**src/rtl/rbot_moves_pkg.sv**
```systemverilog
// Shared definitions for the move dispatch path.
//   - move_t and the move code constants (R..Di = 2..13, MOVE_NONE = 0)
//   - inverse_of(): every valid move's inverse is the code with bit 0 flipped
//   - is_valid_move(): true for codes 2..13
//   - err_code_e: error_code encodings
//   - state_e: dispatcher FSM states (exported on dbg_state)
package rbot_moves_pkg;

  typedef logic [3:0] move_t;

  localparam move_t MOVE_NONE = 4'd0;
  localparam move_t MOVE_R    = 4'd2;
  localparam move_t MOVE_RI   = 4'd3;
  localparam move_t MOVE_U    = 4'd4;
  localparam move_t MOVE_UI   = 4'd5;
  localparam move_t MOVE_F    = 4'd6;
  localparam move_t MOVE_FI   = 4'd7;
  localparam move_t MOVE_L    = 4'd8;
  localparam move_t MOVE_LI   = 4'd9;
  localparam move_t MOVE_B    = 4'd10;
  localparam move_t MOVE_BI   = 4'd11;
  localparam move_t MOVE_D    = 4'd12;
  localparam move_t MOVE_DI   = 4'd13;

  typedef enum logic [1:0] {
    ERR_NONE     = 2'd0,
    ERR_OVERFLOW = 2'd1,
    ERR_BAD_CODE = 2'd2,
    ERR_TIMEOUT  = 2'd3
  } err_code_e;

  typedef enum logic [2:0] {
    ST_IDLE      = 3'd0,
    ST_LOAD      = 3'd1,
    ST_READY     = 3'd2,
    ST_START     = 3'd3,
    ST_WAIT_DONE = 3'd4,
    ST_SETTLE    = 3'd5,
    ST_FAULT     = 3'd6
  } state_e;

  function automatic move_t inverse_of(input move_t m);
    return m ^ 4'd1;
  endfunction

  function automatic logic is_valid_move(input move_t m);
    return (m >= MOVE_R) && (m <= MOVE_DI);
  endfunction

endpackage

```
**src/rtl/move_queue.sv**
```systemverilog
// Circular move buffer.
//   clock, reset_n : clock and asynchronous active-low reset (empties the queue)
//   flush          : empty the queue (wins over every other request)
//   push/push_data : append at the tail; ignored when full or when pop_tail is set
//   pop_head       : remove the oldest entry; head shows it
//   pop_tail       : remove the newest entry (inverse cancellation); tail shows it
//   count/full/empty : occupancy
// Only one pop is honoured per cycle; pop_head wins over pop_tail.
module move_queue
  import rbot_moves_pkg::*;
#(
  parameter int DEPTH = 64
) (
  input  logic                       clock,
  input  logic                       reset_n,
  input  logic                       flush,
  input  logic                       push,
  input  move_t                      push_data,
  input  logic                       pop_head,
  input  logic                       pop_tail,
  output move_t                      head,
  output move_t                      tail,
  output logic [$clog2(DEPTH+1)-1:0] count,
  output logic                       full,
  output logic                       empty
);

  localparam int PW = $clog2(DEPTH);
  localparam int CW = $clog2(DEPTH + 1);

  move_t         mem_q [DEPTH];
  logic [PW-1:0] head_q, head_d;
  logic [PW-1:0] tail_q, tail_d;   // next free slot
  logic [CW-1:0] count_q, count_d;
  logic          do_push, do_pop_head, do_pop_tail;

  function automatic logic [PW-1:0] ptr_inc(input logic [PW-1:0] p);
    return (p == PW'(DEPTH - 1)) ? '0 : p + 1'b1;
  endfunction

  function automatic logic [PW-1:0] ptr_dec(input logic [PW-1:0] p);
    return (p == '0) ? PW'(DEPTH - 1) : p - 1'b1;
  endfunction

  assign empty = (count_q == '0);
  assign full  = (count_q == CW'(DEPTH));
  assign count = count_q;
  assign head  = mem_q[head_q];
  assign tail  = mem_q[ptr_dec(tail_q)];

  always_comb begin
    do_pop_head = pop_head && !empty;
    do_pop_tail = pop_tail && !empty && !do_pop_head;
    do_push     = push && !full && !pop_tail;
    head_d      = head_q;
    tail_d      = tail_q;
    count_d     = count_q;
    if (flush) begin
      head_d  = '0;
      tail_d  = '0;
      count_d = '0;
    end else begin
      if (do_pop_head) head_d = ptr_inc(head_q);
      if (do_pop_tail) tail_d = ptr_dec(tail_q);
      if (do_push)     tail_d = ptr_inc(tail_q);
      count_d = count_q + CW'(do_push) - CW'(do_pop_head) - CW'(do_pop_tail);
    end
  end

  always_ff @(posedge clock or negedge reset_n) begin
    if (!reset_n) begin
      head_q  <= '0;
      tail_q  <= '0;
      count_q <= '0;
    end else begin
      head_q  <= head_d;
      tail_q  <= tail_d;
      count_q <= count_d;
    end
  end

  // Storage needs no reset: it is only read while count_q says it is valid.
  always_ff @(posedge clock) begin
    if (do_push && !flush) mem_q[tail_q] <= push_data;
  end

endmodule

```
**src/rtl/move_dispatcher.sv**
```systemverilog
// Move dispatcher between the solver and the stepper driver.
//   clock, reset_n     : 25 MHz clock, asynchronous active-low reset
//   moves_in           : packed move codes, nibble i = [4i+3:4i]; must be held
//                        stable for the MAX_MOVES cycles of a load
//   load/go/abort      : one-cycle command pulses
//   next_move          : move code for the stepper, stable until the next start
//   move_start         : one-cycle start pulse to the stepper
//   move_done          : stepper completion, rising edge counts
//   busy               : high in LOAD/START/WAIT_DONE/SETTLE
//   done               : one-cycle pulse when the queue drains normally
//   queued_count       : entries in the queue
//   executed_count     : moves completed since the last load from IDLE
//   error/error_code   : sticky error flag, code of the latest error
//   dbg_state          : current FSM state (state_e encoding)
//
// Stepper handshake: move_start pulses high for one cycle with next_move
// already valid; the stepper signals completion with a low-to-high
// transition on move_done. A move_done level that is already high when the
// dispatcher starts waiting is not a completion; only a new rising edge is.
module move_dispatcher
  import rbot_moves_pkg::*;
#(
  parameter int MAX_MOVES       = 50,
  parameter int DEPTH           = 64,
  parameter int SETTLE_CYCLES   = 250000,
  parameter int TIMEOUT_CYCLES  = 50000000,
  parameter int CANCEL_INVERSES = 1
) (
  input  logic                   clock,
  input  logic                   reset_n,
  input  logic [4*MAX_MOVES-1:0] moves_in,
  input  logic                   load,
  input  logic                   go,
  input  logic                   abort,
  output logic [3:0]             next_move,
  output logic                   move_start,
  input  logic                   move_done,
  output logic                   busy,
  output logic                   done,
  output logic [7:0]             queued_count,
  output logic [7:0]             executed_count,
  output logic                   error,
  output logic [1:0]             error_code,
  output logic [2:0]             dbg_state
);

  localparam int IW      = (MAX_MOVES > 1) ? $clog2(MAX_MOVES) : 1;
  localparam int CNT_MAX = (SETTLE_CYCLES > TIMEOUT_CYCLES) ? SETTLE_CYCLES : TIMEOUT_CYCLES;
  localparam int CW      = $clog2(CNT_MAX + 1);
  localparam int QCW     = $clog2(DEPTH + 1);

  state_e        state_q, state_d;
  logic [IW-1:0] idx_q, idx_d;          // nibble being scanned in LOAD
  logic [CW-1:0] cnt_q, cnt_d;          // watchdog in WAIT_DONE, settle timer in SETTLE
  move_t         next_move_q, next_move_d;
  logic          move_start_q, move_start_d;
  logic          done_q, done_d;
  logic          busy_q, busy_d;
  logic [7:0]    exec_q, exec_d;
  logic          error_q, error_d;
  err_code_e     err_code_q, err_code_d;
  logic          abort_pend_q, abort_pend_d;
  logic          md_q, md_prev_q;
  logic          done_rise;

  move_t          nib;
  logic           q_flush, q_push, q_pop_head, q_pop_tail;
  move_t          q_head, q_tail;
  logic [QCW-1:0] q_count;
  logic           q_full, q_empty;

  move_queue #(.DEPTH(DEPTH)) u_queue (
    .clock     (clock),
    .reset_n   (reset_n),
    .flush     (q_flush),
    .push      (q_push),
    .push_data (nib),
    .pop_head  (q_pop_head),
    .pop_tail  (q_pop_tail),
    .head      (q_head),
    .tail      (q_tail),
    .count     (q_count),
    .full      (q_full),
    .empty     (q_empty)
  );

  assign nib       = moves_in[{idx_q, 2'b00} +: 4];
  assign done_rise = md_q && !md_prev_q;

  always_comb begin
    state_d      = state_q;
    idx_d        = idx_q;
    cnt_d        = cnt_q;
    next_move_d  = next_move_q;
    move_start_d = 1'b0;
    done_d       = 1'b0;
    exec_d       = exec_q;
    error_d      = error_q;
    err_code_d   = err_code_q;
    abort_pend_d = abort_pend_q;
    q_flush      = 1'b0;
    q_push       = 1'b0;
    q_pop_head   = 1'b0;
    q_pop_tail   = 1'b0;

    case (state_q)
      // The queue is always empty here, so go has nothing to do.
      ST_IDLE: begin
        if (load) begin
          state_d    = ST_LOAD;
          idx_d      = IW'(MAX_MOVES - 1);
          q_flush    = 1'b1;
          error_d    = 1'b0;
          err_code_d = ERR_NONE;
          exec_d     = '0;
        end
      end

      ST_LOAD: begin
        if (abort) begin
          q_flush = 1'b1;
          state_d = ST_IDLE;
        end else begin
          if (is_valid_move(nib)) begin
            if ((CANCEL_INVERSES != 0) && !q_empty && (q_tail == inverse_of(nib))) begin
              q_pop_tail = 1'b1;
            end else if (q_full) begin
              error_d    = 1'b1;
              err_code_d = ERR_OVERFLOW;
            end else begin
              q_push = 1'b1;
            end
          end else if (nib != MOVE_NONE) begin
            error_d    = 1'b1;
            err_code_d = ERR_BAD_CODE;
          end
          if (idx_q == '0) state_d = ST_READY;
          else             idx_d   = idx_q - 1'b1;
        end
      end

      ST_READY: begin
        if (abort) begin
          q_flush = 1'b1;
          state_d = ST_IDLE;
        end else if (load) begin
          // Append: queue, error and counts are kept.
          state_d = ST_LOAD;
          idx_d   = IW'(MAX_MOVES - 1);
        end else if (go) begin
          if (!q_empty) begin
            state_d      = ST_START;
            next_move_d  = q_head;
            move_start_d = 1'b1;
          end else begin
            done_d  = 1'b1;
            state_d = ST_IDLE;
          end
        end
      end

      ST_START: begin
        if (abort) begin
          q_flush = 1'b1;
          state_d = ST_IDLE;
        end else begin
          q_pop_head   = 1'b1;
          cnt_d        = '0;
          abort_pend_d = 1'b0;
          state_d      = ST_WAIT_DONE;
        end
      end

      // The move in flight cannot be stopped; abort only takes effect once it ends.
      ST_WAIT_DONE: begin
        if (abort) abort_pend_d = 1'b1;
        if (done_rise) begin
          exec_d = (exec_q == 8'hFF) ? exec_q : exec_q + 8'd1;
          if (abort_pend_q || abort) begin
            q_flush      = 1'b1;
            abort_pend_d = 1'b0;
            state_d      = ST_IDLE;
          end else begin
            cnt_d   = '0;
            state_d = ST_SETTLE;
          end
        end else if (cnt_q == CW'(TIMEOUT_CYCLES - 1)) begin
          error_d      = 1'b1;
          err_code_d   = ERR_TIMEOUT;
          abort_pend_d = 1'b0;
          if (abort_pend_q || abort) begin
            q_flush = 1'b1;
            state_d = ST_IDLE;
          end else begin
            state_d = ST_FAULT;
          end
        end else begin
          cnt_d = cnt_q + 1'b1;
        end
      end

      ST_SETTLE: begin
        if (abort) begin
          q_flush = 1'b1;
          state_d = ST_IDLE;
        end else if (cnt_q == CW'(SETTLE_CYCLES - 1)) begin
          if (!q_empty) begin
            state_d      = ST_START;
            next_move_d  = q_head;
            move_start_d = 1'b1;
          end else begin
            done_d  = 1'b1;
            state_d = ST_IDLE;
          end
        end else begin
          cnt_d = cnt_q + 1'b1;
        end
      end

      ST_FAULT: begin
        if (abort) begin
          q_flush = 1'b1;
          state_d = ST_IDLE;
        end
      end

      default: begin
        q_flush = 1'b1;
        state_d = ST_IDLE;
      end
    endcase

    busy_d = (state_d == ST_LOAD) || (state_d == ST_START) ||
             (state_d == ST_WAIT_DONE) || (state_d == ST_SETTLE);
  end

  always_ff @(posedge clock or negedge reset_n) begin
    if (!reset_n) begin
      state_q      <= ST_IDLE;
      idx_q        <= '0;
      cnt_q        <= '0;
      next_move_q  <= MOVE_NONE;
      move_start_q <= 1'b0;
      done_q       <= 1'b0;
      busy_q       <= 1'b0;
      exec_q       <= '0;
      error_q      <= 1'b0;
      err_code_q   <= ERR_NONE;
      abort_pend_q <= 1'b0;
      md_q         <= 1'b0;
      md_prev_q    <= 1'b0;
    end else begin
      state_q      <= state_d;
      idx_q        <= idx_d;
      cnt_q        <= cnt_d;
      next_move_q  <= next_move_d;
      move_start_q <= move_start_d;
      done_q       <= done_d;
      busy_q       <= busy_d;
      exec_q       <= exec_d;
      error_q      <= error_d;
      err_code_q   <= err_code_d;
      abort_pend_q <= abort_pend_d;
      md_q         <= move_done;
      md_prev_q    <= md_q;
    end
  end

  assign next_move      = next_move_q;
  assign move_start     = move_start_q;
  assign busy           = busy_q;
  assign done           = done_q;
  assign queued_count   = 8'(q_count);
  assign executed_count = exec_q;
  assign error          = error_q;
  assign error_code     = err_code_q;
  assign dbg_state      = state_q;

endmodule

```
**config.mk**
```make
export PLATFORM = sky130hd
export DESIGN_NAME = move_dispatcher
export DESIGN_NICKNAME = d
export VERILOG_FILES = /design/src/rtl/rbot_moves_pkg.sv /design/src/rtl/move_queue.sv /design/src/rtl/move_dispatcher.sv
export SDC_FILE = /design/constraint.sdc
export NUM_CORES = 1
export LEC_CHECK = 0
export ABC_AREA = 1
export BUFFER_PORTS_ARGS = -buffer_cell sky130_fd_sc_hd__buf_4
export CAP_MARGIN = 20
export CELL_PAD_IN_SITES_DETAIL_PLACEMENT = 1
export CELL_PAD_IN_SITES_GLOBAL_PLACEMENT = 1
export CORE_MARGIN = 2
export CORE_UTILIZATION = 48
export CTS_CLUSTER_DIAMETER = 50
export DETAILED_ROUTE_END_ITERATION = 10
export PLACE_DENSITY = 0.91
export SLEW_MARGIN = 20
export SYNTH_ARGS = -nofsm -noshare
export SYNTH_HDL_FRONTEND = slang
export SYNTH_SLANG_ARGS = --single-unit
```
**constraint.sdc**
```tcl
create_clock -name clock -period 9 [get_ports clock]
set_input_delay 1.8 -clock clock [delete_from_list [all_inputs] [get_ports clock]]
set_output_delay 1.8 -clock clock [all_outputs]
set_load 0.005 [all_outputs]
```
# Yosys cells after proc, flatten, opt, wreduce, memory -nomap -nowiden
# Memory sizes are Yosys's and may differ from the RTL's.
# Cells that the tools add are included.
dict set report word_totals {
  mem_bits_ro 0
  ff_bits 75
  latch_bits 0
  elab_cells 210
  ram_bits 256
  memories 1
  output_inout_bits 29
  in_bits 206
}
dict set report op_classes {
  mux 105
  mul 0
  n_div 0
  shift 1
  n_eq_ne 36
  bitwise_logic 1
  addsub 9
  reduce_logical 39
  order_cmp 2
}
# memory depth width read_ports rd_clocked_by_memory_dff wr line_no
set memory_table {}
lappend memory_table {u_queue.mem_q 64 4 2 0 1 move_queue.sv:31} ;# move_t mem_q [DEPTH];
# op count
set op_table {}
lappend op_table {{200-bit by 9-bit indexed part select with 4-bit output} 1}
lappend op_table {{26-bit 2-to-1 mux} 6}
lappend op_table {{26-bit case mux with 3 select lines} 1}
lappend op_table {{6-bit 2-to-1 mux} 12}
lappend op_table {{1-bit 2-to-1 mux} 43}
lappend op_table {{3-bit 2-to-1 mux} 14}
lappend op_table {{2-bit inequality test (second input constant)} 14}
lappend op_table {{26-bit by 1-bit adder with 26-bit output (second input constant)} 1}
lappend op_table {{26-bit by 18-bit equality test with 1-bit output (second input constant)} 1}
lappend op_table {{26-bit equality test (second input constant)} 1}
lappend op_table {{4-bit 2-to-1 mux} 6}
lappend op_table {{8-bit 2-to-1 mux} 3}
lappend op_table {{3-bit case mux with 7 select lines} 1}
lappend op_table {{2-bit 2-to-1 mux} 9}
lappend op_table {{6-bit case mux with 3 select lines} 1}
lappend op_table {{8-bit case mux with 2 select lines} 1}
lappend op_table {{3-bit equality test (second input constant)} 5}
lappend op_table {{7-bit by 1-bit subtractor with 7-bit output} 2}
lappend op_table {{6-bit by 1-bit adder with 6-bit output (second input constant)} 2}
lappend op_table {{6-bit equality test (second input constant)} 2}
lappend op_table {{6-bit logical NOT} 2}
lappend op_table {{3-bit inequality test (second input constant)} 4}
lappend op_table {{6-bit AND reduction} 2}
lappend op_table {{3-bit nonzero test} 4}
lappend op_table {{other kinds (28)} 55}

# Logic depth before layout (Yosys ltp)
# Gate-level depths: netlist of run 1.
# An unclocked memory read counts as a cell.
dict set report logic_depth {
  ltp_word 15
  mapped_depth 35
}

# Hierarchy
# From an unflattened synthesis of run 1, not the netlist that was laid out.
dict set report hier_totals {
  hier_cells 2799
  area_unflattened_um2 20995.1
}
# mod seq_area_each_um2 cells_each instances area_each_um2
set by_module_without_submodules {}
lappend by_module_without_submodules {move_queue 8162.8 1722 1 15085.7}
lappend by_module_without_submodules {move_dispatcher 1401.3 1077 1 5909.4}

# Worst setup path before layout of run 1
# No wires, ideal clock.
dict set report synth_timing {
  path_type {input to register}
  from {input port moves_in[146]}
  to {register u_queue.count_q[5], in the netlist u_queue.count[5]}
  stages 30
  slack_ps 3105
  path_buffers 0
  setup_ps 131
  arrival_ps 5764
  cell_sequence {nor2_1 > nor2_1 > o21ai_0 > o21ai_0 > nand2_1 > nand2_1 > inv_1 > nand2_1 > nand2_1 > nand2_1 > nand2_1 > nand3_1 > nand3_1 > nand4_1 > nor2_4 > nand2_2 > inv_2 > ha_1 > a21oi_1 > ha_1 > inv_1 > ha_1 > fa_1 > inv_1 > nor2_1 > nor2_1 > nor2_1 > nor2_1 > xnor2_1 > nor2_1}
}
dict set report synth_via {
  elab_chain_len 13
  word_cells_on_any_way 23
  classes_between {add/sub: 3; order compare: 2; eq/ne: 1; shift: 1; mux: 9; reduce/logical: 7}
}
# element line_no
set synth_lines {}
lappend synth_lines {{start: declaration} move_dispatcher.sv:31} ;# input logic [4*MAX_MOVES-1:0] moves_in,
lappend synth_lines {{200-bit by 9-bit indexed part select with 4-bit output (*)} move_dispatcher.sv:87} ;# assign nib = moves_in[{idx_q, 2'b00} +: 4];
lappend synth_lines {{via nib[2]} move_dispatcher.sv:66} ;# move_t nib;
lappend synth_lines {{parallel branches: the longest is 10 deep, another holds 7-bit by 1-bit adder with 7-bit output} n/a}
lappend synth_lines {{7-bit by 1-bit subtractor with 7-bit output (*)} move_queue.sv:66} ;# count_d = count_q + CW'(do_push) - CW'(do_pop_head) - CW'(do_pop_tail);
lappend synth_lines {{7-bit 2-to-1 mux (*)} move_queue.sv:58} ;# if (flush) begin
lappend synth_lines {{via u_queue.count_d[5]} move_queue.sv:34} ;# logic [CW-1:0] count_q, count_d;
lappend synth_lines {{end signal: assignment} move_queue.sv:78} ;# count_q <= count_d;
lappend synth_lines {{end: declaration} move_queue.sv:34}
# Mark *: on every way through the listed nets, which the timed path passes.
# A chain may end at the register's enable or synchronous reset.

# Worst setup path after layout of run 1
dict set report layout_timing {
  from {register u_queue.tail_q[0]}
  to {register u_queue.count_q[6], in the netlist u_queue.count[6]}
}
dict set report layout_via {
  elab_chain_len 15
  word_cells_on_any_way 23
  classes_between {add/sub: 4; eq/ne: 1; mux: 10; reduce/logical: 7; memory: 1}
}
# element line_no
set layout_lines {}
lappend layout_lines {{start: declaration} move_queue.sv:33} ;# logic [PW-1:0] tail_q, tail_d;
lappend layout_lines {{start signal: assignment} move_queue.sv:77} ;# tail_q <= tail_d;
lappend layout_lines {{6-bit by 1-bit subtractor with 6-bit output or 6-bit logical NOT (tied branches)} move_queue.sv:42} ;# return (p == '0) ? PW'(DEPTH - 1) : p - 1'b1;
lappend layout_lines {{6-bit 2-to-1 mux (*)} move_queue.sv:42}
lappend layout_lines {{memory 64 x 4 bit (*)} n/a}
lappend layout_lines {{4-bit equality test (*)} move_dispatcher.sv:125} ;# if ((CANCEL_INVERSES != 0) && !q_empty && (q_tail == inverse_of(nib))) begin
lappend layout_lines {{1-bit logical AND (*)} move_dispatcher.sv:125}
lappend layout_lines {{1-bit 2-to-1 mux} move_dispatcher.sv:125}
lappend layout_lines {{1-bit 2-to-1 mux} move_dispatcher.sv:124} ;# if (is_valid_move(nib)) begin
lappend layout_lines {{1-bit 2-to-1 mux} move_dispatcher.sv:120} ;# if (abort) begin
lappend layout_lines {{1-bit 2-to-1 mux} move_dispatcher.sv:106} ;# case (state_q)
lappend layout_lines {{1-bit logical AND or 1-bit logical NOT (tied branches)} move_queue.sv:54} ;# do_push = push && !full && !pop_tail;
lappend layout_lines {{1-bit logical AND} move_queue.sv:54}
lappend layout_lines {{7-bit by 1-bit adder with 7-bit output} move_queue.sv:66}
lappend layout_lines {{7-bit by 1-bit subtractor with 7-bit output} move_queue.sv:66}
lappend layout_lines {{7-bit by 1-bit subtractor with 7-bit output (*)} move_queue.sv:66}
lappend layout_lines {{7-bit 2-to-1 mux (*)} move_queue.sv:58}
lappend layout_lines {{via u_queue.count_d[6]} move_queue.sv:34}
# Mark *: on every way through the listed nets, which the timed path passes. The rest lies on a longest branch.

==> out/results.tsv, run 1 <==
metric	value	unit
outcome	finished, final reports clean	
synth_fp_nets	2624	
drive_gt1_frac	0.143	
cts_hold_buf	0	
fin_crit	7040	ps
grtUsageTotal	0.376	
finalSetupTns	0	ps
drcViolationCount	0	
wl_per_cell	25.4	um
yosys.area.top_type_share	0.395	
yosysSeqAreaShare	0.492	
crit_top_cell	nor2_1	
required	9460	ps
synth.top_cells.by_area	edfxtp_1 (40%), nand3_1 (9.9%), dfrtp_1 (9.7%)	
grt_max_degree	85	
coreArea	39800	um^2
row_count	73	
maxSlewHeadroom	0.209	
setup_viol	0	
worst_clock_skew	39.9	ps
synth_seq_cells	331	
fp.dieW	205	um
leakage	0.00918	uW
timing.rr.start	u_queue.tail_q[0]	
worst_pin_slew	1180	ps
postLayoutCoreUtil	0.571	
netlist_instances	2400	
finalHoldViolCount	0	
ios	235	
hp-start	md_q	
final_cell_mix	nand2_1 (414), nand3_1 (383), nor2_1 (325), buf_4 (263), edfxtp_1 (256)	
vdd_ir_drop_max	339	uV
finalCritPeriodShare	0.782	
grt_setup_unrepaired	no	
post_dp_cell_area	21400	um^2
cts_tree	done	
synth_async_sr_flop_share	0.227	
cts-root-buf	clkbuf_16	
slowest_delay	810	ps
synth.avg_cell_area	8.10	um^2
grt_overflow	0	
hold_class	reg2reg	
htree_num_levels	2	
critPathLaunch	u_queue.tail_q[0]	
path_delay_family	simple AND/OR/NAND/NOR gates	
cp_slowest_cell	buf_4	
cts.sinks	331	
drt_pass1_iterations	6	
critPathMaxFanout	81	
pre_cts_slack	2180	ps
fin_ws	1960	ps
fp.dieArea	42100	um^2
cts_buffers	41	
cts_max_path_buffers	3	
yosysWarnings	0	
routed_via_density	6.52	
synth_area_leader_cell	edfxtp_1	
syn_to_final_growth	17.0	%
clk_transition_reported_paths	60	ps
grt_pass1_vias	21900	
cap_violations	0	
initial_core_util	0.488	
portBuffers	233	
slew_viol_final	0	
detail-route-antenna-nets	0	
critPathKind	reg2reg	
final_area	22800	um^2
p_per_area	334	nW/um^2
final_common_cell	nand2_1	
cp.buffers_inverters	4	
synth_edf_count	256	
fp.dieH	205	um
clk_latency	580	ps
synth_cell_types	53	
postCtsResizedCells	0	
cp-end-kind	flip-flop	
grt_pass1_wl	122000	um
num_vias	20300	
netlist_area	19400	um^2
synth-main-ff-cell	edfxtp_1	
first_iter_violations	2442	
fmax	0.142	GHz
place_hpwl	51500	um
place_congestion	0.891	
postCtsSetupBuffers	0	
startpoint_type	flip-flop	
nets	2777	
worstPathArrival	7500	ps
totalWireLength	79000	um
antenna_found_initial	1	
[registers in the layout, summed over array words and instances (netlist names)]
name / cells
md_prev_q: 1
next_move: 4
idx_q: 6
cnt_q: 26
u_queue.tail_q: 6
u_queue.count: 7
u_queue.mem_q: 256
busy: 1
u_queue.head_q: 6
error_code: 2
done: 1
abort_pend_q: 1
move_start: 1
md_q: 1
error: 1
executed_count: 8
dbg_state: 3
[metal layers]
layer | track usage | vias to the layer above | part of all wire
li1 | - | 8745 | -
met1 | 0.447 | 9911 | 0.36
met2 | 0.629 | 1307 | 0.48
met3 | 0.0909 | 321 | 0.10
met4 | 0.205 | 0 | 0.056
met5 | 0 | - | 0
[Yosys cell counts (14+ instances only)]
master,count
buf_1,18
inv_1,147
nor2_1,325
nand3_1,384
clkbuf_1,94
a21oi_1,120
edfxtp_1,256
o21ai_0,222
nor3_1,37
dfrtp_1,75
o211ai_1,47
ha_1,17
o22ai_1,37
buf_2,29
nand3b_1,18
o221ai_1,44
nand2_1,415
nand4_1,14
[cells by family after synthesis]
group                    after synthesis  synth area share
AND/OR/NAND/NOR                     1227             0.276
AO/OA/AOI/OAI                        500             0.150
buffers and inverters                313            0.0650
flip-flops                           331             0.492
adder cells (fa/ha/maj)               18            0.0120
XOR/XNOR                              10           0.00489
other                                  1          0.000193
[where the power goes]
part	switching [uW]	internal, uW	leakage [uW]	total (uW)
Combinational	2820	927	0.00520	3750
Clock	701	920	0.000646	1620
Sequential	130	2110	0.00333	2240
[cell type report]
type	instances	area, um^2
Clock inverter	24	189
Inverter	160	601
Tap cell	525	657
Multi-Input combinational cell	1756	8650
Antenna cell	1	2.50
Sequential cell	331	9570
Clock buffer	51	1110
Timing Repair Buffer	263	1970
Fill cell	4860	17100
[worst paths after layout]
kind	end	slack (ps)	cells past startpoint
setup reg to reg	u_queue.count[6]	1960	32
min in group asynchronous	busy	1200	1
setup / recovery	u_queue.count[6]	1960	32
hold / removal	md_prev_q	380	0
max in group asynchronous	u_queue.tail_q[0]	6810	2
hold reg to reg	md_prev_q	380	0
[per-stage QoR]
step	hold slack, ps	cells	total power [uW]
finish	382	3111	7600
global route	399	3110	7930
CTS	381	3110	7480
detailed placement	367	3035	5840
global placement	360	3035	5680
floorplan	354	2400	4520
Note: power is estimated with default switching activity, not from simulation.
==> run 2, diff against run 1 <==
- CORE_UTILIZATION: 48 -> 44
- PLACE_DENSITY: 0.91 -> 0.85
- clock period: 9 -> 7.4 ns (I/O delays scaled with it)
==> run 2 against run 1 <==
Clock power is 33% higher. Count of clock-buffer cells in the layout is 1 higher. Maximum frequency is 11% higher. Sequential power is 20% higher. Critical endpoint unchanged. Highest routed layer unchanged.
==> out/results.tsv, run 2 (synthesis gave the netlist of run 1 again) <==
metric	value	unit
row_count	77	
postCtsResizedCells	0	
detail-route-antenna-nets	0	
placed_cells	3103	
clk_transition_reported_paths	60	ps
hold_class	reg2reg	
fin_ws	1060	ps
grt_overflow	0	
worstPathArrival	6810	ps
post_dp_cell_area	21500	um^2
largest_register_ff_count	256	
maxSlewHeadroom	0.215	
setup_viol	0	
routed_via_density	6.24	
drive_gt1_frac	0.144	
syn_to_final_growth	18.2	%
final_common_cell	nand2_1	
p_int	4990	uW
first_iter_violations	1981	
p_seq_frac	0.285	
pre_cts_slack	1300	ps
switchingPower	4420	uW
wl_per_cell	24.6	um
critPathMaxFanout	49	
max_flop_register	u_queue.mem_q	
required	7870	ps
startpoint_type	flip-flop	
drt_pass1_iterations	6	
fillCellCount	5286	
p_per_area	409	nW/um^2
totalWireLength	78100	um
leakage	0.00924	uW
top_layer_used	met4	
postLayoutCoreUtil	0.523	
worst_pin_slew	1170	ps
wl_met2	37500	um
grt_setup_unrepaired	no	
fp.dieArea	45900	um^2
final_cell_mix	nand2_1 (413), nand3_1 (383), nor2_1 (325), buf_4 (263), edfxtp_1 (256)	
finalHoldViolCount	0	
grt_max_degree	106	
cts_tree	done	
slew_viol_final	0	
slowest_delay	590	ps
final_area	23000	um^2
place_congestion	0.928	
wl_met3	7460	um
cts_buffers	42	
portBuffers	233	
drcViolationCount	0	
grt_pass1_vias	21000	
critPathKind	reg2reg	
place_hpwl	52100	um
power.share.clock	0.230	
clk_latency	590	ps
ios	235	
fin_crit	6340	ps
cts_hold_buf	0	
finalSetupTns	0	ps
fp.dieH	214	um
grtUsageTotal	0.334	
cts_max_path_buffers	3	
p_comb_frac	0.486	
outcome	finished, final reports clean	
num_vias	19800	
fmax	0.158	GHz
cp-end-kind	flip-flop	
grt_pass1_wl	120000	um
postCtsSetupBuffers	0	
worst_clock_skew	51.7	ps
initial_core_util	0.443	
coreArea	43900	um^2
finalCritPeriodShare	0.857	
cts-root-buf	clkbuf_16	
fp.dieW	214	um
fin_cells	3181	
wl_met1	29700	um
cp_slowest_cell	nand3_2	
htree_num_levels	2	
crit_top_cell	nor2_1	
antenna_found_initial	2	
cap_violations	0	
nets	2779	
vdd_ir_drop_max	330	uV
swShare	0.469	
cts.sinks	331	
## run 2: per-layer routing
layer,up-vias,global-route usage
met3,241,0.0750
li1,8750,-
met5,-,0
met2,1105,0.564
met4,0,0.164
met1,9746,0.403
## run 2: layout make-up
type	count	area, um^2	area share
sequential	331	9570	0.416
multi-input combinational	1756	8650	0.376
timing repair buffer	264	1990	0.0864
clock buffer	52	1110	0.0482
tap	592	741	0.0322
inverter	160	601	0.0261
clock inverter	24	329	0.0143
antenna	2	5.00	0.000218
## run 2: final timing paths
| check | end | cells past startpoint | from | slack, ps |
|---|---|---|---|---|
| min reg2reg | md_prev_q | 0 | md_q | 390 |
| min in group asynchronous | cnt_q[3] | 1 | reset_n | 900 |
| max reg2reg | u_queue.count[6] | 32 | u_queue.tail_q[1] | 1060 |
| max in group asynchronous | u_queue.tail_q[0] | 1 | reset_n | 5850 |
| min | md_prev_q | 0 | md_q | 390 |
| max | u_queue.count[6] | 32 | u_queue.tail_q[1] | 1060 |
## run 2: through the flow
step           hold WS (ps)  power, uW
5_1_grt                 393       9840
3_5_place_dp            363       7120
3_3_place_gp            359       6950
6_report                392       9410
4_1_cts                 386       9310
2_1_floorplan           354       5490
## run 2: critical path, delay by kind of cell, from the launching register on
family / cells / cell delay, ps
simple gates: 21 / 3470
fa+ha+maj: 4 / 920
buf+inv: 4 / 910
flops: 1 / 440
compound gates: 2 / 290
xor+xnor: 1 / 170
## run 2: power groups by stage
stage | Sequential (uW) | Combinational (uW) | Clock (uW)
6_report | 2680 | 4570 | 2160
5_1_grt | 2690 | 4910 | 2240
4_1_cts | 2670 | 4460 | 2170
3_5_place_dp | 2710 | 4410 | 0
3_3_place_gp | 2700 | 4250 | 0
2_1_floorplan | 2670 | 2820 | 0
==> run 3, diff against run 2 <==
- ABC_AREA: 1 -> unset
- CORE_UTILIZATION: 44 -> 48
==> run 3 against run 2 <==
Core utilization up 5.5 points. Sequential share of layout area increased by 1.1 points. Setup slack lost 390 ps. Sequential power barely moved. Total power is 11% lower. Synthesized cell count shrank 37%.
==> out/results.tsv, run 3 <==
metric	value	unit
outcome	finished, final reports clean	
vdd_ir_drop_max	294	uV
fp.dieW	202	um
first_iter_violations	1700	
path_delay_family	simple AND/OR/NAND/NOR gates	
min_path_cells	0	
syn_to_final_growth	18.6	%
cts_hold_buf	0	
synth.avg_cell_area	12.5	um^2
antenna_found_initial	5	
cp-end-kind	flip-flop	
synth_async_sr_flop_share	0.227	
cts-root-buf	clkbuf_16	
cts_tree	done	
wl_met1	24200	um
grt_setup_unrepaired	no	
max_flop_register	u_queue.mem_q	
num_vias	15400	
place_hpwl	49300	um
critPathKind	reg2reg	
clk_transition_reported_paths	60	ps
final_cell_mix	buf_4 (282), edfxtp_1 (256), nand2_1 (179), mux4_2 (123), nor2_1 (94)	
hold_class	reg2reg	
routed_via_density	6.76	
wl_met3	6430	um
wl_per_cell	31.1	um
synth_common_cells	edfxtp_1 (256), nand2_1 (179), mux4_2 (123)	
crit_top_cell	ha_1	
synth_fa_ha_area_frac	0.0123	
leakage	0.00814	uW
synth-simple-area-share	0.145	
postCtsResizedCells	0	
postCtsSetupBuffers	0	
p_per_area	373	nW/um^2
path_cells	inv_1 > ha_1 > xor2_4 > nand2_1 > o221ai_1 > o21ai_0 > and3_1 > nor4b_1 > nor3_1 > nor3_2 > nand4_2 > nand2_1 > ha_1 > a21oi_1 > ha_1 > inv_1 > ha_1 > fa_1 > a21o_1 > a21oi_1 > xnor2_1 > nor2_1	
yosysSeqAreaShare	0.506	
cp.buffers_inverters	2	
wl_met2	36100	um
row_count	72	
path_depth	22	
cts_max_path_buffers	3	
synth.area.mux_share	0.202	
startpoint_type	flip-flop	
finalSetupTns	0	ps
slowest_delay	700	ps
synth_compound_area_frac	0.0772	
drt_pass1_iterations	6	
slew_viol_final	0	
maxSlewHeadroom	0.226	
netlist_area	18900	um^2
final_common_cell	buf_4	
portBuffers	233	
detail-route-antenna-nets	0	
finalPower	8360	uW
synth.most_common_cell	edfxtp_1	
finalCritPeriodShare	0.909	
grt_pass1_wl	107000	um
top_layer_used	met4	
synth_cell_types	78	
whs	412	ps
synth_edf_count	256	
totalWireLength	70800	um
yosys.area.top_type_share	0.407	
cts.sinks	331	
fmax	0.149	GHz
grtUsageTotal	0.348	
fin_crit	6730	ps
netlist_instances	1517	
htree_num_levels	2	
required	7790	ps
drive_gt1_frac	0.297	
grt_overflow	0	
critPathMaxFanout	20	
reg2reg_depth	22	
cap_violations	0	
nets	1951	
fp.dieArea	41000	um^2
synth_top_family_by_area	multiplexers	
ios	235	
synth_xor_area_frac	0.0199	
coreArea	38700	um^2
setup_viol	0	
synth.top_cells.by_area	edfxtp_1 (41%), mux4_2 (15%), dfrtp_1 (9.9%)	
drcViolationCount	0	
yosysWarnings	0	
synth-main-ff-cell	edfxtp_1	
largest_register_ff_count	256	
finalHoldViolCount	0	
worst_clock_skew	32.3	ps
cp_slowest_cell	xor2_4	
grt_pass1_vias	16700	
worst_pin_slew	1150	ps
fp.dieH	202	um
synth_seq_cells	331	
synth_fp_nets	1741	
grt_max_degree	75	
clk_latency	550	ps
initial_core_util	0.488	
place_congestion	0.895	
cts_buffers	39	
worstPathArrival	7110	ps
synth_area_leader_cell	edfxtp_1	
run 3: cell types whose count changed after synthesis, moves of 20 or more:
cell      previous run  this run
inv_1              147        29
a21oi_1            120        40
xor2_1               5        25
nand2_1            415       179
o22ai_1             37        14
o211ai_1            47         5
mux2i_1              0        79
nor2_1             325        95
nand3_1            384        71
clkbuf_1            94        62
mux4_2               0       123
nor3_1              37        66
o21ai_0            222        28
run 3: power by group:
| part | internal (uW) | total [uW] | switching, uW |
|---|---|---|---|
| logic | 1280 | 3800 | 2520 |
| clock network | 1070 | 1860 | 790 |
| registers | 2520 | 2710 | 192 |
run 3: per-layer routing:
metal	track usage	vias to the layer above
met5	0	-
met4	0.185	0
met3	0.0692	232
met2	0.603	1008
met1	0.409	7807
li1	-	6363
run 3: cell type report:
class	instances	area, um^2
tap	518	648
timing repair buffer	283	2140
clock buffer	46	1020
fill	3976	16300
clock inverter	26	199
multi-input combinational	1041	8710
inverter	31	116
sequential	331	9570
antenna	4	10.0
run 3: final timing paths:
path,start,end,slack [ps]
setup reg to reg,u_queue.tail_q[1],u_queue.count[5],670
setup / recovery,u_queue.tail_q[1],u_queue.count[5],670
max in group asynchronous,reset_n,idx_q[0],5450
hold / removal,md_q,md_prev_q,410
min in group asynchronous,reset_n,next_move[0],740
hold reg to reg,md_q,md_prev_q,410
run 3: logic make-up after synthesis:
logic type,Yosys count
compound gates,207
mux,222
fa+ha+maj,18
other cells,1
xor+xnor,43
flops,331
buf+inv,145
simple gates,550
run 3: stage by stage:
step / setup WS [ps] / utilization / cells / cell area, um^2
floorplan: 362 / - / 1517 / 18900
global route: 309 / 0.579 / 2280 / 22400
global placement: 1220 / 0.547 / 2204 / 21200
CTS: 822 / 0.578 / 2276 / 22400
finish: 673 / 0.579 / 2280 / 22400
detailed placement: 917 / 0.547 / 2204 / 21200
